**src/rtl/dmem_access_ctrl_if.sv**
```systemverilog
// Data-side SRAM-like bus between the MEM-stage access controller and the
// data cache / bus bridge. The master issues req with address/control and
// the slave answers with addr_ok (request accepted) then data_ok (done).
interface dmem_access_ctrl_if #(
    parameter int ADDR_W = 32,
    parameter int DATA_W = 32
) ();
    logic              data_req;
    logic              data_wr;
    logic [1:0]        data_size;
    logic [ADDR_W-1:0] data_addr;
    logic [DATA_W-1:0] data_wdata;
    logic              data_addr_ok;
    logic              data_data_ok;
    logic [DATA_W-1:0] data_rdata;

    modport master (
        output data_req, data_wr, data_size, data_addr, data_wdata,
        input  data_addr_ok, data_data_ok, data_rdata
    );

    modport slave (
        input  data_req, data_wr, data_size, data_addr, data_wdata,
        output data_addr_ok, data_data_ok, data_rdata
    );
endinterface

```
**src/rtl/dmem_access_ctrl.sv**
```systemverilog
// MEM-stage data memory access sequencer. Turns one valid load/store into
// exactly one bus transaction, stalls the pipeline until it completes, and
// keeps the returned word stable until the MEM stage advances. A flush that
// lands mid-transaction cannot withdraw the request, so the response is
// absorbed silently via the drop flag.
module dmem_access_ctrl #(
    parameter int ADDR_W = 32,
    parameter int DATA_W = 32
) (
    input  logic                clk,
    input  logic                resetn,
    input  logic                mem_en,
    input  logic [3:0]          mem_wen,
    input  logic [1:0]          mem_size,
    input  logic [ADDR_W-1:0]   mem_addr,
    input  logic [DATA_W-1:0]   mem_wdata,
    input  logic                mem_excpt,
    input  logic                flush,
    input  logic                pipe_stall,
    dmem_access_ctrl_if.master  bus,
    output logic [DATA_W-1:0]   mem_rdata,
    output logic                dmem_stall
);

    typedef enum logic [1:0] {
        ST_IDLE = 2'd0,
        ST_ADDR = 2'd1,
        ST_DATA = 2'd2,
        ST_HOLD = 2'd3
    } state_t;

    state_t            state_r;
    logic              drop_r;
    logic              req_r;
    logic              wr_r;
    logic [1:0]        size_r;
    logic [ADDR_W-1:0] addr_r;
    logic [DATA_W-1:0] wdata_r;
    logic [DATA_W-1:0] rdata_r;
    logic              start_s;
    logic              drop_s;
    logic              stall_s;

    // Start condition, effective drop (a flush coinciding with data_ok also
    // discards the response) and pipeline stall request.
    always_comb begin
        start_s = 1'b0;
        drop_s  = drop_r | flush;
        stall_s = 1'b0;
        case (state_r)
            ST_IDLE: begin
                start_s = mem_en & ~mem_excpt & ~flush;
                stall_s = start_s;
            end
            ST_ADDR: stall_s = 1'b1;
            ST_DATA: stall_s = 1'b1;
            ST_HOLD: stall_s = 1'b0;
            default: stall_s = 1'b0;
        endcase
    end

    // Transaction sequencer: state, drop flag, captured bus fields, read word.
    always_ff @(posedge clk) begin
        if (!resetn) begin
            state_r <= ST_IDLE;
            drop_r  <= 1'b0;
            req_r   <= 1'b0;
            wr_r    <= 1'b0;
            size_r  <= 2'd0;
            addr_r  <= {ADDR_W{1'b0}};
            wdata_r <= {DATA_W{1'b0}};
            rdata_r <= {DATA_W{1'b0}};
        end else begin
            case (state_r)
                ST_IDLE: begin
                    drop_r <= 1'b0;
                    if (start_s) begin
                        wr_r    <= |mem_wen;
                        size_r  <= mem_size;
                        addr_r  <= mem_addr;
                        wdata_r <= mem_wdata;
                        req_r   <= 1'b1;
                        state_r <= ST_ADDR;
                    end
                end
                ST_ADDR: begin
                    // The request stays up until accepted even when flushed.
                    if (flush) begin
                        drop_r <= 1'b1;
                    end
                    if (bus.data_addr_ok) begin
                        req_r   <= 1'b0;
                        state_r <= ST_DATA;
                    end
                end
                ST_DATA: begin
                    if (bus.data_data_ok) begin
                        drop_r <= 1'b0;
                        if (drop_s) begin
                            state_r <= ST_IDLE;
                        end else begin
                            if (!wr_r) begin
                                rdata_r <= bus.data_rdata;
                            end
                            state_r <= ST_HOLD;
                        end
                    end else if (flush) begin
                        drop_r <= 1'b1;
                    end
                end
                ST_HOLD: begin
                    // Leave only when the MEM stage really advances (or is flushed),
                    // so a held instruction is never issued twice.
                    if (flush || !pipe_stall) begin
                        state_r <= ST_IDLE;
                    end
                end
                default: begin
                    state_r <= ST_IDLE;
                    drop_r  <= 1'b0;
                    req_r   <= 1'b0;
                end
            endcase
        end
    end

    assign bus.data_req   = req_r;
    assign bus.data_wr    = wr_r;
    assign bus.data_size  = size_r;
    assign bus.data_addr  = addr_r;
    assign bus.data_wdata = wdata_r;
    assign mem_rdata      = rdata_r;
    assign dmem_stall     = stall_s;

endmodule

```
**src/flat_wrapper.sv**
```systemverilog
// flat-port wrapper written by rule: the top's interface ports become plain ports
module dmem_access_ctrl_flat 
#(
    parameter int ADDR_W = 32,
    parameter int DATA_W = 32
)
  (clk, resetn, mem_en, mem_wen, mem_size, mem_addr, mem_wdata, mem_excpt, flush, pipe_stall, mem_rdata, dmem_stall, bus_data_req, bus_data_wr, bus_data_size, bus_data_addr, bus_data_wdata, bus_data_addr_ok, bus_data_data_ok, bus_data_rdata);
  dmem_access_ctrl_if #(.ADDR_W(ADDR_W), .DATA_W(DATA_W)) bus_i ();
  input  logic clk;
  input  logic resetn;
  input  logic mem_en;
  input  logic [3:0] mem_wen;
  input  logic [1:0] mem_size;
  input  logic [ADDR_W-1:0] mem_addr;
  input  logic [DATA_W-1:0] mem_wdata;
  input  logic mem_excpt;
  input  logic flush;
  input  logic pipe_stall;
  output logic [DATA_W-1:0] mem_rdata;
  output logic dmem_stall;
  output wire logic [$bits(bus_i.data_req)-1:0] bus_data_req;
  output wire logic [$bits(bus_i.data_wr)-1:0] bus_data_wr;
  output wire logic [$bits(bus_i.data_size)-1:0] bus_data_size;
  output wire logic [$bits(bus_i.data_addr)-1:0] bus_data_addr;
  output wire logic [$bits(bus_i.data_wdata)-1:0] bus_data_wdata;
  input wire logic [$bits(bus_i.data_addr_ok)-1:0] bus_data_addr_ok;
  input wire logic [$bits(bus_i.data_data_ok)-1:0] bus_data_data_ok;
  input wire logic [$bits(bus_i.data_rdata)-1:0] bus_data_rdata;
  assign bus_data_req = bus_i.data_req;
  assign bus_data_wr = bus_i.data_wr;
  assign bus_data_size = bus_i.data_size;
  assign bus_data_addr = bus_i.data_addr;
  assign bus_data_wdata = bus_i.data_wdata;
  assign bus_i.data_addr_ok = bus_data_addr_ok;
  assign bus_i.data_data_ok = bus_data_data_ok;
  assign bus_i.data_rdata = bus_data_rdata;
  dmem_access_ctrl #(.ADDR_W(ADDR_W), .DATA_W(DATA_W)) u_core (.clk(clk), .resetn(resetn), .mem_en(mem_en), .mem_wen(mem_wen), .mem_size(mem_size), .mem_addr(mem_addr), .mem_wdata(mem_wdata), .mem_excpt(mem_excpt), .flush(flush), .pipe_stall(pipe_stall), .bus(bus_i), .mem_rdata(mem_rdata), .dmem_stall(dmem_stall));
endmodule
```
**config.mk**
```make
export PLATFORM = sky130hd
export DESIGN_NAME = dmem_access_ctrl_flat
export DESIGN_NICKNAME = d
export VERILOG_FILES = /design/src/rtl/dmem_access_ctrl_if.sv /design/src/rtl/dmem_access_ctrl.sv /design/src/flat_wrapper.sv
export SDC_FILE = /design/constraint.sdc
export NUM_CORES = 1
export LEC_CHECK = 0
export CAP_MARGIN = 10
export CORE_ASPECT_RATIO = 1.75
export CORE_MARGIN = 1.5
export CORE_UTILIZATION = 36
export CTS_CLUSTER_SIZE = 40
export DETAILED_ROUTE_END_ITERATION = 8
export PLACE_DENSITY = 0.83
export SLEW_MARGIN = 20
export SYNTH_ARGS = -nofsm -noshare
export SYNTH_HDL_FRONTEND = slang
export SYNTH_SLANG_ARGS = --single-unit
```
**constraint.sdc**
```tcl
create_clock -name clk -period 1.6 [get_ports clk]
set_input_delay 0.32 -clock clk [delete_from_list [all_inputs] [get_ports clk]]
set_output_delay 0.32 -clock clk [all_outputs]
set_load 0.02 [all_outputs]
```
==> results of run 1 <==
registers in the layout, indices dropped and copies added, names as in the netlist:
name / flops
u_core.bus.data_addr: 32
u_core.bus.data_wdata: 32
u_core.mem_rdata: 32
u_core.bus.data_size: 2
u_core.state_r: 2
u_core.bus.data_req: 1
u_core.bus.data_wr: 1
u_core.drop_r: 1
cell usage after synthesis, drive strengths merged, types with 2 or more instances:
cell      n
a21boi   99
a21oi     2
buf      16
clkbuf   17
dfxtp   103
ha        5
inv       6
nand2   198
nor2      2
nor3b     2
o21ai     5
worst min path at each step:
stage	start	end	slack [ns]	depth (start not counted)
global placement	u_core.mem_rdata[17]	u_core.mem_rdata[17]	0.44	2
finish	resetn	u_core.mem_rdata[0]	0.28	2
floorplan	mem_wdata[12]	u_core.bus.data_wdata[12]	0.45	2
detailed placement	u_core.mem_rdata[14]	u_core.mem_rdata[14]	0.45	2
global route	resetn	u_core.mem_rdata[0]	0.27	2
CTS	resetn	u_core.mem_rdata[0]	0.27	2
power breakdown:
part	switching [mW]	internal (mW)	total, mW
registers	0.0796	2.71	2.79
logic	0.775	0.847	1.62
clock network	0.918	1.26	2.18
worst reg2reg max path, cell delays in order (launching register included):
cell	delay [ns]
dfxtp_2	0.36
inv_4	0.06
buf_6	0.12
ha_4	0.15
nor2b_4	0.12
a31o_1	0.21
or4_1	0.39
and3_1	0.18
through the flow:
step / setup slack, ns / TNS, ns / utilization, % / power (mW)
after floorplan: 0.0002881 / 0 / - / 3.502
after global placement: -0.4693 / -23.84 / 57.87 / 4.268
after detailed placement: -0.4699 / -28.78 / 57.87 / 4.315
after CTS: -0.1097 / -0.1893 / 60.77 / 6.585
after global routing: -0.1455 / -2.271 / 61.84 / 6.880
final: -0.1005 / -0.1977 / 61.84 / 6.593
cell type report:
class / count / area (µm²) / area share (%)
clock buffers: 12 / 246.5 / 3.611
clock inverters: 4 / 53.80 / 0.7881
inverters: 6 / 27.53 / 0.4032
multi-input cells: 326 / 1888 / 27.66
well taps: 132 / 165.2 / 2.419
repair buffers: 236 / 2381 / 34.88
flip-flops and latches: 103 / 2064 / 30.24
metal layers:
metal	share of wire (%)	track usage, %
met5	0	0
met4	2.1	8.509
met3	5.9	4.624
met2	55	36.11
met1	37	20.24
cells in the final DEF, fill, tap and decap left out, types with 3 or more instances in the layout:
cell,n
nand2_1,187
clkdlybuf4s50_1,108
dfxtp_1,101
dlygate4sd2_1,91
a21boi_1,69
a21boi_0,18
a21boi_2,12
nand2_2,11
clkbuf_16,11
buf_4,11
dlymetal6s2s_1,9
buf_12,9
inv_1,4
o21ai_0,4
buf_6,4
ha_4,3
timing repair:
item / 4_1_cts / 5_1_grt
pin swaps: 3 / 4
setup endpoints to repair: 117 / 64
setup buffers: 2 / 1
gates cloned: 1 / 2
gates resized for setup: 116 / 29
hold buffers: 0 / 0
cells by family after synthesis:
logic type | after synthesis
buf+inv | 39
flops | 103
mux | 1
compound gates | 110
simple gates | 210
fa+ha+maj | 5
==> results by stage, run 1 <==
Detailed routing:
- The starting DRC count in detailed routing is 138.
- The aggregate routed wire length is 11.92 mm.
- The via density per instance is 4.792.
- The total number of vias is 3925.
- In the final routed layout, each cell accounts on average for 14.55 µm.
- For this run, the detailed router's first-pass iteration total came to 6.
- After detailed routing, the number of remaining DRC violations is 0.
- The remaining antenna violation count is 0.

Synthesis:
- After synthesis the cells add up to 4041 µm².
- The Yosys step of the flow raised 0 warnings.
- The multiplexer share of the synthesized area is 0.2786%.
- The top cell type by total area after synthesis is dfxtp_1.
- The adder and majority gate portion of the synthesized area is 1.548%.
- The compound-cell area share of the yosys netlist is 21.11%.
- The sequential element share of the synthesized area is 51.02%.
- The count of mapped cells out of synthesis is 468.
- In the synthesized netlist the dominant register cell turns out to be dfxtp_1.
- The flip-flop and latch count after synthesis is 103.
- After Yosys synthesis, XOR and XNOR cells account for 0% of the synthesized area.
- The number of enable flip-flop cells after synthesis is 0.
- Yosys mapped the design onto 32 distinct sky130hd cell types.
- The number of nets produced by synthesis is 583.
- Yosys attributes the largest share of cell area to dfxtp_1, nand2_1, a21boi_1.
- The share of the synthesized area in the top cell type is 51.02%.
- Dividing the synthesized area by the synthesized cell count gives 8.635 µm².
- The largest family of logic cells by synthesized area is simple AND/OR/NAND/NOR gates.
- The simple-gate area share of the yosys netlist is 21.30%.
- The async set or reset register ratio after synthesis is 0%.

Worst setup path:
- The path depth of the worst reg2reg path is 7.
- In this run the worst path has a maximum fanout of 3.
- The data arrival time at the worst-slack endpoint is 1.38 ns.
- The capture point of the critical path is dmem_stall.
- The critical path is of the reg -> out type.
- The endpoint class of the critical path is an output pin.
- Data on the critical path is required at its endpoint by 1.28 ns.
- The number of buffer and inverter stages on the critical path is 2.
- The worst-path cell with the longest stage delay is dfxtp_2.
- STA classifies the critical path startpoint as a flip-flop.
- The startpoint identified for the worst register-to-register timing path is u_core.state_r[0].
- In this design, the largest share of critical-path delay is due to flip-flops.
- The endpoint identified for the worst register-to-register timing path is u_core.state_r[0].
- Traced cell by cell, the critical path runs through inv_4 -> ha_4 -> mux2_2 -> buf_6.
- For this run, the slowest stage of the critical path takes 0.36 ns.
- The register-to-register setup slack is -0.10 ns.
- The count of cell instances traversed by the critical path is 4.
- The critical path starts at u_core.state_r[0].

Placed design:
- Port buffering added 210 buffers.
- Once placement completed, the tool counted placed cells totaling 797.
- Detailed placement finished with a half-perimeter wire length of 8.568 mm.
- In this run the cell area measured after placement is 6389 µm².
- At the end of routability-driven placement, the weighted congestion stood at 0.7671.

Timing:
- Subtracting the final worst setup slack from the clock period gives 1.701 ns.
- The smallest hold slack is 0.2782 ns.
- The actual slew at the worst max-slew pin is 0.3233 ns.
- The max-slew violation count is 0.
- The final clock period utilization by the worst path is 106.3%.
- The count of final hold-check violations is 0.
- Between clock sinks in the finished design, the worst skew comes to 0.01054 ns.
- In this run the tightest slew margin relative to its limit is 78.45%.
- Setup violations remaining at the end of the flow were counted as 2.
- The final worst setup slack is -0.1005 ns.
- The maximum operating frequency is 588.1 MHz.
- Setup repair after global routing could not meet its margin everywhere.

CTS:
- The CTS tree is done.
- The library cell used as clock root buffer is clkbuf_16.
- The number of buffers created by CTS is 9.
- The level count of the clock H-tree is 3.
- The clock net in this run drives a total of 103 sinks.
- After clock tree synthesis, the clock-pin slew on the worst setup and hold paths is 0.07 ns.
- The maximum buffer depth of the clock tree is 2.
- At the later pin of the worst-skew pair, clock insertion delay measures 0.34 ns.

Die:
- The chip height is 143.2 µm.
- The die boundary width is 83.09 µm.
- The die covers 11900 µm².
- For this design the top-level I/O count stands at 211.
- The placeable core region is 11040 µm².
- The initial core utilization is 36.61%.
- Row generation in the floorplan step produced 51 rows.

Layout:
- The finished layout holds 819 standard cells, fillers aside.
- The fraction of final layout cells with drive strength greater than 1 is 12.08%.
- The filler cells instantiated in the layout total 942.
- The synthesis-to-finish area growth is 68.92%.
- Summing all non-filler instances in the final layout gives an area of 6827 µm².
- The diode insertion count for antenna repair is 0.
- The net total in the final layout is 797.

Power:
- The worst-case IR drop observed on VDD is 0.5457 mV.
- The power per cell area is 965.8 nW/µm².
- For this design the static power due to leakage is 3.006 nW.

Global route:
- The largest net degree at the start of global routing is 64.
- The initial antenna violation count came to 0.
- The overall fraction of global-route tracks in use is 19.27%.
- The global-route wire length before repair is 18.51 mm.
- The total overflow left after global routing is 0.
- The via count of the first global-routing pass was 3909.

Status:
- The flow ran to the end, but the final reports show violations.
- The checks that failed: setup timing.

Job:
- The tool flagged a number of max-cap violations equal to 0.

Hold path:
- The class of the tightest hold or removal check is in -> reg.
Note: power is estimated with default switching activity, not from simulation.
==> run 2: changes to the inputs <==
CAP_MARGIN = 20   (was 10)
==> results of run 2 <==
No change in the layout: final DEF, timing and power equal those of run 1.
